===== config.mk =====
export PLATFORM = sky130hd
export DESIGN_NAME = sobel_filter_core
export DESIGN_NICKNAME = d
export VERILOG_FILES = /design/src/rtl/sobel_filter_core.sv
export SDC_FILE = /design/constraint.sdc
export NUM_CORES = 1
export LEC_CHECK = 0
export CORE_MARGIN = 1
export CORE_UTILIZATION = 45
export CTS_BUF_LIST = sky130_fd_sc_hd__clkbuf_4
export CTS_CLUSTER_SIZE = 40
export DETAILED_ROUTE_END_ITERATION = 10
export PLACE_DENSITY_LB_ADDON = 0.3
export SLEW_MARGIN = 20
export SYNTH_ARGS = -nofsm -noshare
export SYNTH_HDL_FRONTEND = slang
export SYNTH_SLANG_ARGS = --single-unit

===== constraint.sdc =====
create_clock -name i_clk -period 8.2 [get_ports i_clk]
set_input_delay 1.64 -clock i_clk [delete_from_list [all_inputs] [get_ports i_clk]]
set_output_delay 1.64 -clock i_clk [all_outputs]
set_load 0.01 [all_outputs]

===== src/rtl/sobel_filter_core.sv =====
// -----------------------------------------------------------------------------
// sobel_filter_core
//
// Streaming 3x3 Sobel edge-magnitude core. It collects nine RGB pixels (one
// 3x3 window in row-major order, p0 top-left .. p8 bottom-right). It converts
// each pixel to gray when the pixel is accepted. It then computes
// M = min(|Gx| + |Gy|, 255) and presents M replicated as {M,M,M} on a
// valid/busy output handshake.
//
// Configuration macro: SOBEL_THRESHOLD_EN
//   defined   -> M is binarized (255 if M >= 128, else 0) before replication
//   undefined -> M is output unmodified
//   Timing and handshake are identical in both builds.
//
// Ports
//   i_clk          in   1   sole clock, rising edge
//   i_rst          in   1   synchronous active-high reset
//   i_rgb_vld      in   1   input pixel valid
//   i_rgb_data     in  24   pixel, R=[7:0] G=[15:8] B=[23:16]
//   i_rgb_busy     out  1   high = pixel input not accepted this cycle
//   o_result_vld   out  1   result valid
//   o_result_data  out 24   {M,M,M}
//   o_result_busy  in   1   high = sink refuses result this cycle
//
// Timing: the 9th pixel is accepted at edge k. The window-complete flag holds
// off input for one cycle. COMPUTE registers M at edge k+2, so o_result_vld
// is first high after edge k+2.
// -----------------------------------------------------------------------------
module sobel_filter_core (
    input  logic        i_clk,
    input  logic        i_rst,
    input  logic        i_rgb_vld,
    input  logic [23:0] i_rgb_data,
    output logic        i_rgb_busy,
    output logic        o_result_vld,
    output logic [23:0] o_result_data,
    input  logic        o_result_busy
);

    localparam logic [1:0] ST_COLLECT = 2'd0;
    localparam logic [1:0] ST_COMPUTE = 2'd1;
    localparam logic [1:0] ST_OUTPUT  = 2'd2;

    // Gray conversion: floor((R+G+B)/3); the 10-bit sum cannot overflow (max 765).
    function automatic logic [7:0] gray_of(input logic [23:0] px);
        logic [9:0] sum;
        sum     = {2'b00, px[7:0]} + {2'b00, px[15:8]} + {2'b00, px[23:16]};
        gray_of = 8'(sum / 10'd3);
    endfunction

    // Zero-extend a gray byte into the signed gradient domain.
    function automatic logic signed [11:0] ext(input logic [7:0] g);
        ext = $signed({4'b0000, g});
    endfunction

    // Absolute value of a gradient (|G| <= 1020, always fits).
    function automatic logic [11:0] abs12(input logic signed [11:0] v);
        abs12 = v[11] ? 12'(-v) : 12'(v);
    endfunction

    logic [1:0]  state_r, state_nx;
    logic [3:0]  cnt_r, cnt_nx;
    logic        full_r, full_nx;
    logic        busy_r, vld_r;
    logic [23:0] result_r;
    logic [7:0]  win_r [0:8];
    logic        accept_s;

    logic signed [11:0] gx_s, gy_s;
    logic [11:0]        sum_s;
    logic [7:0]         mag_s, m_out_s;

    assign accept_s = i_rgb_vld & ~busy_r;

    // Gradient and saturated magnitude from the stored gray window.
    always_comb begin
        gx_s  = (ext(win_r[2]) + (ext(win_r[5]) <<< 1) + ext(win_r[8]))
              - (ext(win_r[0]) + (ext(win_r[3]) <<< 1) + ext(win_r[6]));
        gy_s  = (ext(win_r[6]) + (ext(win_r[7]) <<< 1) + ext(win_r[8]))
              - (ext(win_r[0]) + (ext(win_r[1]) <<< 1) + ext(win_r[2]));
        sum_s = abs12(gx_s) + abs12(gy_s);
        if (sum_s > 12'd255) begin
            mag_s = 8'hFF;
        end else begin
            mag_s = sum_s[7:0];
        end
`ifdef SOBEL_THRESHOLD_EN
        if (mag_s >= 8'd128) begin
            m_out_s = 8'hFF;
        end else begin
            m_out_s = 8'h00;
        end
`else
        m_out_s = mag_s;
`endif
    end

    // Next-state logic for the COLLECT -> COMPUTE -> OUTPUT loop.
    always_comb begin
        state_nx = state_r;
        cnt_nx   = cnt_r;
        full_nx  = full_r;
        case (state_r)
            ST_COLLECT: begin
                if (full_r) begin
                    // The window is complete; the gradient is taken next cycle.
                    full_nx  = 1'b0;
                    state_nx = ST_COMPUTE;
                end else if (accept_s) begin
                    if (cnt_r == 4'd8) begin
                        cnt_nx  = 4'd0;
                        full_nx = 1'b1;
                    end else begin
                        cnt_nx = cnt_r + 4'd1;
                    end
                end else begin
                    cnt_nx = cnt_r;
                end
            end
            ST_COMPUTE: begin
                state_nx = ST_OUTPUT;
            end
            ST_OUTPUT: begin
                if (!o_result_busy) begin
                    state_nx = ST_COLLECT;
                end else begin
                    state_nx = ST_OUTPUT;
                end
            end
            default: begin
                state_nx = ST_COLLECT;
                cnt_nx   = 4'd0;
                full_nx  = 1'b0;
            end
        endcase
    end

    // Control state and registered handshake outputs.
    always_ff @(posedge i_clk) begin
        if (i_rst) begin
            state_r <= ST_COLLECT;
            cnt_r   <= 4'd0;
            full_r  <= 1'b0;
            busy_r  <= 1'b0;
            vld_r   <= 1'b0;
        end else begin
            state_r <= state_nx;
            cnt_r   <= cnt_nx;
            full_r  <= full_nx;
            busy_r  <= (state_nx != ST_COLLECT) | full_nx;
            vld_r   <= (state_nx == ST_OUTPUT);
        end
    end

    // Gray window storage, written at the slot given by the pixel counter.
    always_ff @(posedge i_clk) begin
        if (i_rst) begin
            for (int i = 0; i < 9; i++) begin
                win_r[i] <= 8'd0;
            end
        end else if (accept_s && (cnt_r <= 4'd8)) begin
            win_r[cnt_r] <= gray_of(i_rgb_data);
        end
    end

    // Result register: loaded once in COMPUTE, held through OUTPUT.
    always_ff @(posedge i_clk) begin
        if (i_rst) begin
            result_r <= 24'h000000;
        end else if (state_r == ST_COMPUTE) begin
            result_r <= {m_out_s, m_out_s, m_out_s};
        end
    end

    assign i_rgb_busy    = busy_r;
    assign o_result_vld  = vld_r;
    assign o_result_data = result_r;

endmodule


==> run_results.csv, run 1 <==
group,metric,value,unit
setup_path,cpPeakStageDelay,0.77,ns
routing,drt-wirelength-per-cell,15.53,um
place,place.detailed.hpwl,13330,um
cts,clock-sinks,81,
timing,finalHoldViolCount,0,
timing,tns,0,ns
run,drv_cap,0,
die,chipWidth,132.9,um
yosys,syn_area,0.007710,mm^2
finish,final_cell_area,0.008522,mm^2
setup_path,worstPathArrival,7.04,ns
place,preCtsSetupSlack,0.9242,ns
global_route,grt_pass1_wl,27610,um
timing,max_slew_margin,0.3534,
cts,cts_buffers,9,
global_route,top_usage_layer,"met2",
yosys,synth_seq_cells,81,
cts,cts_buffer_depth,2,
yosys,synth_top_family_by_area,"adder cells",
die,dieArea,0.01766,mm^2
setup_path,endpoint_kind,"flip-flop",
yosys,ys_seq_area_frac,0.2934,
place,port_buffers,53,
yosys,synth-compound-area-share,0.1474,
yosys,syn_area_per_cell,9.601,um^2
cts,clk_latency,0.46,ns
yosys,netlist_instances,803,
setup_path,critPathLaunch,"i_rgb_data[1]",
timing,finalMaxSlewViolations,0,
yosys,synth-simple-area-share,0.1464,
timing,clock_skew,0.02396,ns
global_route,grt_use_met3,0.02682,
yosys,synth_xor_area_frac,0.05063,
routing,first_pass_iters,5,
min_path,hp-class,"flip-flop to flip-flop",
global_route,grt_overflow,0,
setup_path,crit_buf_inv,5,
min_path,worstHoldStart,"o_result_data[17]",
yosys,synth_mux_area_frac,0.007141,
yosys,synth_fa_ha_area_frac,0.2730,
timing,rsz0062_at_grt,"no",
cts,clk_pin_slew_worst_paths,0.15,ns
routing,drt_iter0_drc,628,
timing,finalCritPeriodShare,0.8336,
yosys,syn-num-nets,956,
die,core_area,0.01664,mm^2
global_route,grt_max_degree,27,
yosys,synthArstFlopShare,0,
timing,fmax,146.3,MHz
routing,antenna_left,0,
cts,cts_tree,"done",
timing,setup_viol_count_final,0,
place,place_area,0.008371,mm^2
finish,drive_above_1_share,0.05107,
finish,syn_to_final_growth,10.53,%
setup_path,r2r-start,"win_r[8][0]",
cts,cts_root_buf,"clkbuf_4",
yosys,synth_edf_count,64,
setup_path,cp-start-kind,"input port",
finish,layout.nets,990,
timing,period_needed,6.836,ns
cts,holdBufCountCts,0,
timing,worstMarginPinSlew,0.9630,ns
timing,setup_slack,1.364,ns
pwr,peakVddDrop,0.0007688,V
cts,postCtsSetupBuffers,0,
finish,fillers,1559,
global_route,grt_util_met1,0.2787,
global_route,grt_util_met2,0.3150,
yosys,synthFlopType,"edfxtp_1",
setup_path,cpMostUsedCell,"inv_1",
pwr,leakage,3.450,nW
routing,routed_wl,16570,um
global_route,antenna_found_initial,1,
routing,drc,0,
global_route,grt_use_total,0.1987,
routing,drt-vias-per-instance,5.467,
global_route,grt_pass1_vias,5566,
cts,htree_num_levels,3,
setup_path,path_cells,"clkdlybuf4s50_1 > inv_1 > fa_1 > inv_1 > ha_1 > inv_1 > fa_1 > nand2b_1 > a21oi_4 > xnor2_1 > xnor2_1 > o211ai_1 > a222oi_1 > a21oi_1 > nor3_1 > nor2_2 > ha_1 > inv_1 > o211ai_1 > a41oi_1 > nand4_1 > nand4b_2 > nor2_1",
die,die_h,132.9,um
setup_path,cp.required,8.40,ns
finish,seqCellArea,0.002262,mm^2
finish,multi_input_area,0.004815,mm^2
cts,cts_resized,0,
status,run_status,"complete, no violations",
routing,vias,5833,
finish,final_util,0.5121,
setup_path,critPathTopFamily,"compound AO/OA/AOI/OAI gates",
yosys,yosys_warnings,0,
pwr,powerDensity,446.8,mW/mm^2
yosys,yosysUniqueCellTypes,70,
setup_path,slowest_stage,"xnor2_1",
setup_path,crit_fanout,11,
die,ios,54,
die,placementRows,47,
setup_path,critPathKind,"input port to flip-flop",
place,place.gp.congestion,0.9131,
die,initial_core_util,0.4633,
placed cells by master, fill, tap and decap left out, types with 4 or more instances in the layout:
master / n
fa_1: 72
nor4_1: 7
xor2_1: 13
nor2_1: 122
a211oi_1: 16
nand3_1: 14
a31oi_1: 10
nor2b_1: 6
nand2_1: 19
o221ai_1: 4
clkdlybuf4s50_1: 53
buf_4: 9
a21oi_1: 37
ha_1: 53
mux2_2: 4
o31ai_1: 4
o211ai_1: 9
nor3_1: 15
nand4_1: 8
nand2b_1: 15
clkbuf_4: 9
edfxtp_1: 64
nor3b_1: 5
o21bai_1: 11
o2111ai_1: 5
diode_2: 5
dfxtp_1: 17
and3_1: 5
xnor2_1: 29
inv_1: 112
o21ai_0: 17
a21o_1: 13
sequential cells by signal, summed over array words and instances (netlist names):
name,cells
win_r,64
i_rgb_busy,1
o_result_data,8
state_r,2
cnt_r,4
o_result_vld,1
full_r,1
routing by layer:
metal	vias up	wire length [um]
met2	188	7612
met5	-	0
li1	2819	-
met3	27	833
met4	0	375
met1	2799	7745
path summary, 6_finish.rpt:
kind | to | slack (ns) | cells past startpoint
min reg2reg | o_result_data[17] | 0.53 | 2
min | o_result_data[17] | 0.53 | 2
max reg2reg | o_result_data[15] | 1.72 | 26
max | win_r[2][0] | 1.36 | 23
cells by family after synthesis:
family,count (synthesis)
DFF,81
adders and majority gates,125
muxes,5
AOI/OAI and AO/OA,162
buffers and inverters,151
and+or+nand+nor,236
xor gates and xnor gates,43
report_power, final:
group	internal, mW	leakage, nW	switching (mW)
Combinational	1.34	2.57	1.75
Clock	0.0722	0.0795	0.167
Sequential	0.467	0.800	0.0132
Total	1.88	3.45	1.93
worst reg2reg max path, stage by stage (launching register included):
cell and delay [ns]:
edfxtp_1 0.52, fa_1 0.53, fa_1 0.41, fa_1 0.55, ha_1 0.18, inv_1 0.06
fa_1 0.39, inv_1 0.07, a21oi_1 0.06, o21bai_1 0.20, a21oi_1 0.10, o21bai_1 0.23
a21o_1 0.18, a21o_1 0.19, a21o_1 0.29, mux2_2 0.41, fa_1 0.44, a21oi_1 0.15
nor2_1 0.05, nor2_1 0.15, o21bai_1 0.08, a21oi_1 0.22, nor2b_1 0.07, o21ai_0 0.20
mux2i_1 0.20, and3_1 0.33, a211oi_1 0.13
synth_stat cells (3+ instances only):
| master | number | area, um^2 |
|---|---|---|
| a31oi_1 | 10 | 62.56 |
| o2111ai_1 | 5 | 43.79 |
| o31ai_1 | 4 | 30.03 |
| nand2b_1 | 15 | 93.84 |
| nand4_1 | 8 | 50.05 |
| mux2_2 | 4 | 45.04 |
| nand3b_1 | 3 | 22.52 |
| nand2_1 | 19 | 71.32 |
| dfxtp_1 | 17 | 340.3 |
| edfxtp_1 | 64 | 1922 |
| a211oi_1 | 16 | 120.1 |
| or3_1 | 3 | 18.77 |
| o21ai_0 | 17 | 85.08 |
| xnor2_1 | 29 | 254.0 |
| buf_4 | 16 | 120.1 |
| o21bai_1 | 11 | 82.58 |
| nor3_1 | 15 | 75.07 |
| and3_1 | 5 | 31.28 |
| nor2b_1 | 6 | 37.54 |
| a21o_1 | 13 | 97.59 |
| a21oi_1 | 37 | 185.2 |
| o22ai_1 | 3 | 18.77 |
| nor4b_1 | 3 | 26.28 |
| fa_1 | 72 | 1441 |
| nor3b_1 | 5 | 37.54 |
| o211ai_1 | 9 | 67.56 |
| ha_1 | 53 | 663.1 |
| xor2_1 | 13 | 113.9 |
| o21a_1 | 3 | 22.52 |
| buf_2 | 5 | 25.02 |
| clkbuf_1 | 18 | 67.56 |
| nand3_1 | 14 | 70.07 |
| o31a_1 | 3 | 26.28 |
| o21ai_1 | 3 | 15.01 |
| nor2_1 | 122 | 457.9 |
| nor4_1 | 7 | 43.79 |
| inv_1 | 112 | 420.4 |
| o221ai_1 | 4 | 35.03 |
through the flow:
stage / std cells / total power [mW] / hold slack, ns
after global routing: 1067 / 4.260 / 0.5693
after global placement: 1046 / 3.573 / 0.5014
after CTS: 1062 / 3.839 / 0.5365
final: 1067 / 3.807 / 0.5339
after detailed placement: 1046 / 3.580 / 0.5176
after floorplan: 803 / 3.002 / 0.4908
layout make-up:
type                            count  share of cell area
Clock inverter                      7            0.008369
Clock buffer                        9            0.007928
Inverter                          112             0.04933
Antenna cell                        5            0.001468
Sequential cell                    81              0.2655
Timing Repair Buffer               62             0.07018
Tap cell                          220             0.03230
Multi-Input combinational cell    571              0.5650
Note: power is estimated with default switching activity, not from simulation.
==> run 2: changes to the inputs <==
- clock period: 8.2 -> 6.4 ns (I/O delays scaled with it)
==> run 2 against run 1 <==
  * Cell count is 2.8% higher
  * Clock skew down 0.0016 ns
  * Flip-flop and latch count is the same
  * Highest routed layer unchanged
  * Non-clock buffer count increased by 34
  * Hold slack worse by 0.0059 ns
  * Critical endpoint is now o_result_data[15]
  * Critical path depth rose by 3
  * Final area increased by 3.3%
  * Worst setup slack worse by 1.0 ns
==> run_results.csv, run 2 (synthesized netlist as in run 1, its figures left out) <==
group,metric,value,unit
finish,final_cell_area,0.008800,mm^2
finish,final_common_cell,"nor2_1",
setup_path,cp.required,6.74,ns
cts,htree_num_levels,3,
setup_path,cp-start-kind,"flip-flop",
finish,drive_above_1_share,0.09475,
global_route,grt_pass1_wl,28430,um
setup_path,cpPeakStageDelay,0.58,ns
finish,layout.nets,1024,
global_route,antenna_found_initial,1,
setup_path,cpMostUsedCell,"fa_1",
timing,clock_skew,0.02232,ns
timing,worstMarginPinSlew,0.7768,ns
cts,cts_root_buf,"clkbuf_4",
setup_path,critPathKind,"flip-flop to flip-flop",
global_route,grt_overflow,0,
setup_path,worstPathArrival,6.39,ns
timing,finalCritPeriodShare,0.9453,
cts,clock-sinks,81,
routing,antenna_left,0,
cts,cts_buffers,9,
finish,layout_common_cells,"nor2_1, inv_1, fa_1",
die,die_h,132.9,um
setup_path,critPathTopFamily,"adder cells",
setup_path,endpoint_kind,"flip-flop",
cts,cts_buffer_depth,2,
cts,clk_latency,0.44,ns
routing,drt_iter0_drc,543,
die,chipWidth,132.9,um
place,place.detailed.hpwl,13970,um
global_route,grt_use_total,0.2032,
routing,drt-wirelength-per-cell,15.73,um
routing,drt-vias-per-instance,5.405,
setup_path,r2r-start,"win_r[3][1]",
routing,vias,5929,
die,placementRows,47,
cts,clk_pin_slew_worst_paths,0.16,ns
cts,cts_tree,"done",
place,place.gp.congestion,0.9275,
global_route,grt_pass1_vias,5806,
place,port_buffers,53,
routing,first_pass_iters,5,
place,place_area,0.008611,mm^2
finish,largest_register_ffs,64,
timing,max_slew_margin,0.4810,
finish,syn_to_final_growth,14.14,%
finish,regMostFlops,"win_r",
routing,drc,0,
timing,finalMaxSlewViolations,0,
min_path,hp-class,"flip-flop to flip-flop",
timing,finalHoldViolCount,0,
timing,period_needed,6.050,ns
timing,fmax,165.3,MHz
timing,setup_viol_count_final,0,
die,dieArea,0.01766,mm^2
setup_path,crit_fanout,8,
setup_path,critPathLaunch,"win_r[3][1]",
routing,routed_wl,17260,um
die,ios,54,
setup_path,r2r_slack,0.35,ns
status,run_status,"complete, no violations",
global_route,grt_max_degree,27,
run,drv_cap,0,
min_path,worstHoldStart,"o_result_data[17]",
die,core_area,0.01664,mm^2
setup_path,crit_buf_inv,3,
die,initial_core_util,0.4633,
setup_path,slowest_stage,"fa_1",
[run 2: final timing paths]
check / endpoint / depth (start not counted)
max: o_result_data[15] / 26
min: o_result_data[17] / 2
max reg2reg: o_result_data[15] / 26
min reg2reg: o_result_data[17] / 2
[run 2: worst min-delay path, delay by kind of cell (launching register included)]
kind / cells / cell delay (ns)
flops: 1 / 0.36
simple gates: 1 / 0.09
compound gates: 1 / 0.05
[run 2: final cells by class]
cell class,count,area (um^2)
Clock buffer,9,67.56
Antenna cell,1,2.502
Timing Repair Buffer,96,853.3
Inverter,112,420.4
Sequential cell,81,2262
Clock inverter,7,81.33
Multi-Input combinational cell,571,4837
Fill cell,1517,7843
Tap cell,220,275.3
[run 2: metrics by stage]
stage	worst slack (ns)	std cells	TNS, ns	util	hold slack, ns
after floorplan	0.4228	803	0	-	0.4908
after global placement	0.08131	1078	0	0.5174	0.5056
after detailed placement	-0.004462	1078	-0.004462	0.5174	0.5168
after CTS	0.09208	1094	0	0.5264	0.5381
after global routing	-0.04570	1097	-0.2769	0.5288	0.5808
final	0.3503	1097	0	0.5288	0.5279
[run 2: metal layers]
metal | vias to the layer above | track usage | part of all wire
met5 | - | 0 | 0
met2 | 191 | 0.3421 | 0.47
li1 | 2882 | - | -
met1 | 2844 | 0.2818 | 0.46
met3 | 12 | 0.02874 | 0.056
met4 | 0 | 0.03384 | 0.0082
[run 2: timing repair]
action / CTS / global route
setup endpoints to repair: 0 / 8
gates resized for setup: 0 / 8
setup buffers: 0 / 2
hold buffers: 0 / 0
Power of run 2 is left out: the tool's default activity adds up to more than one toggle a clock period on the data nets, which glitch-free logic cannot reach.
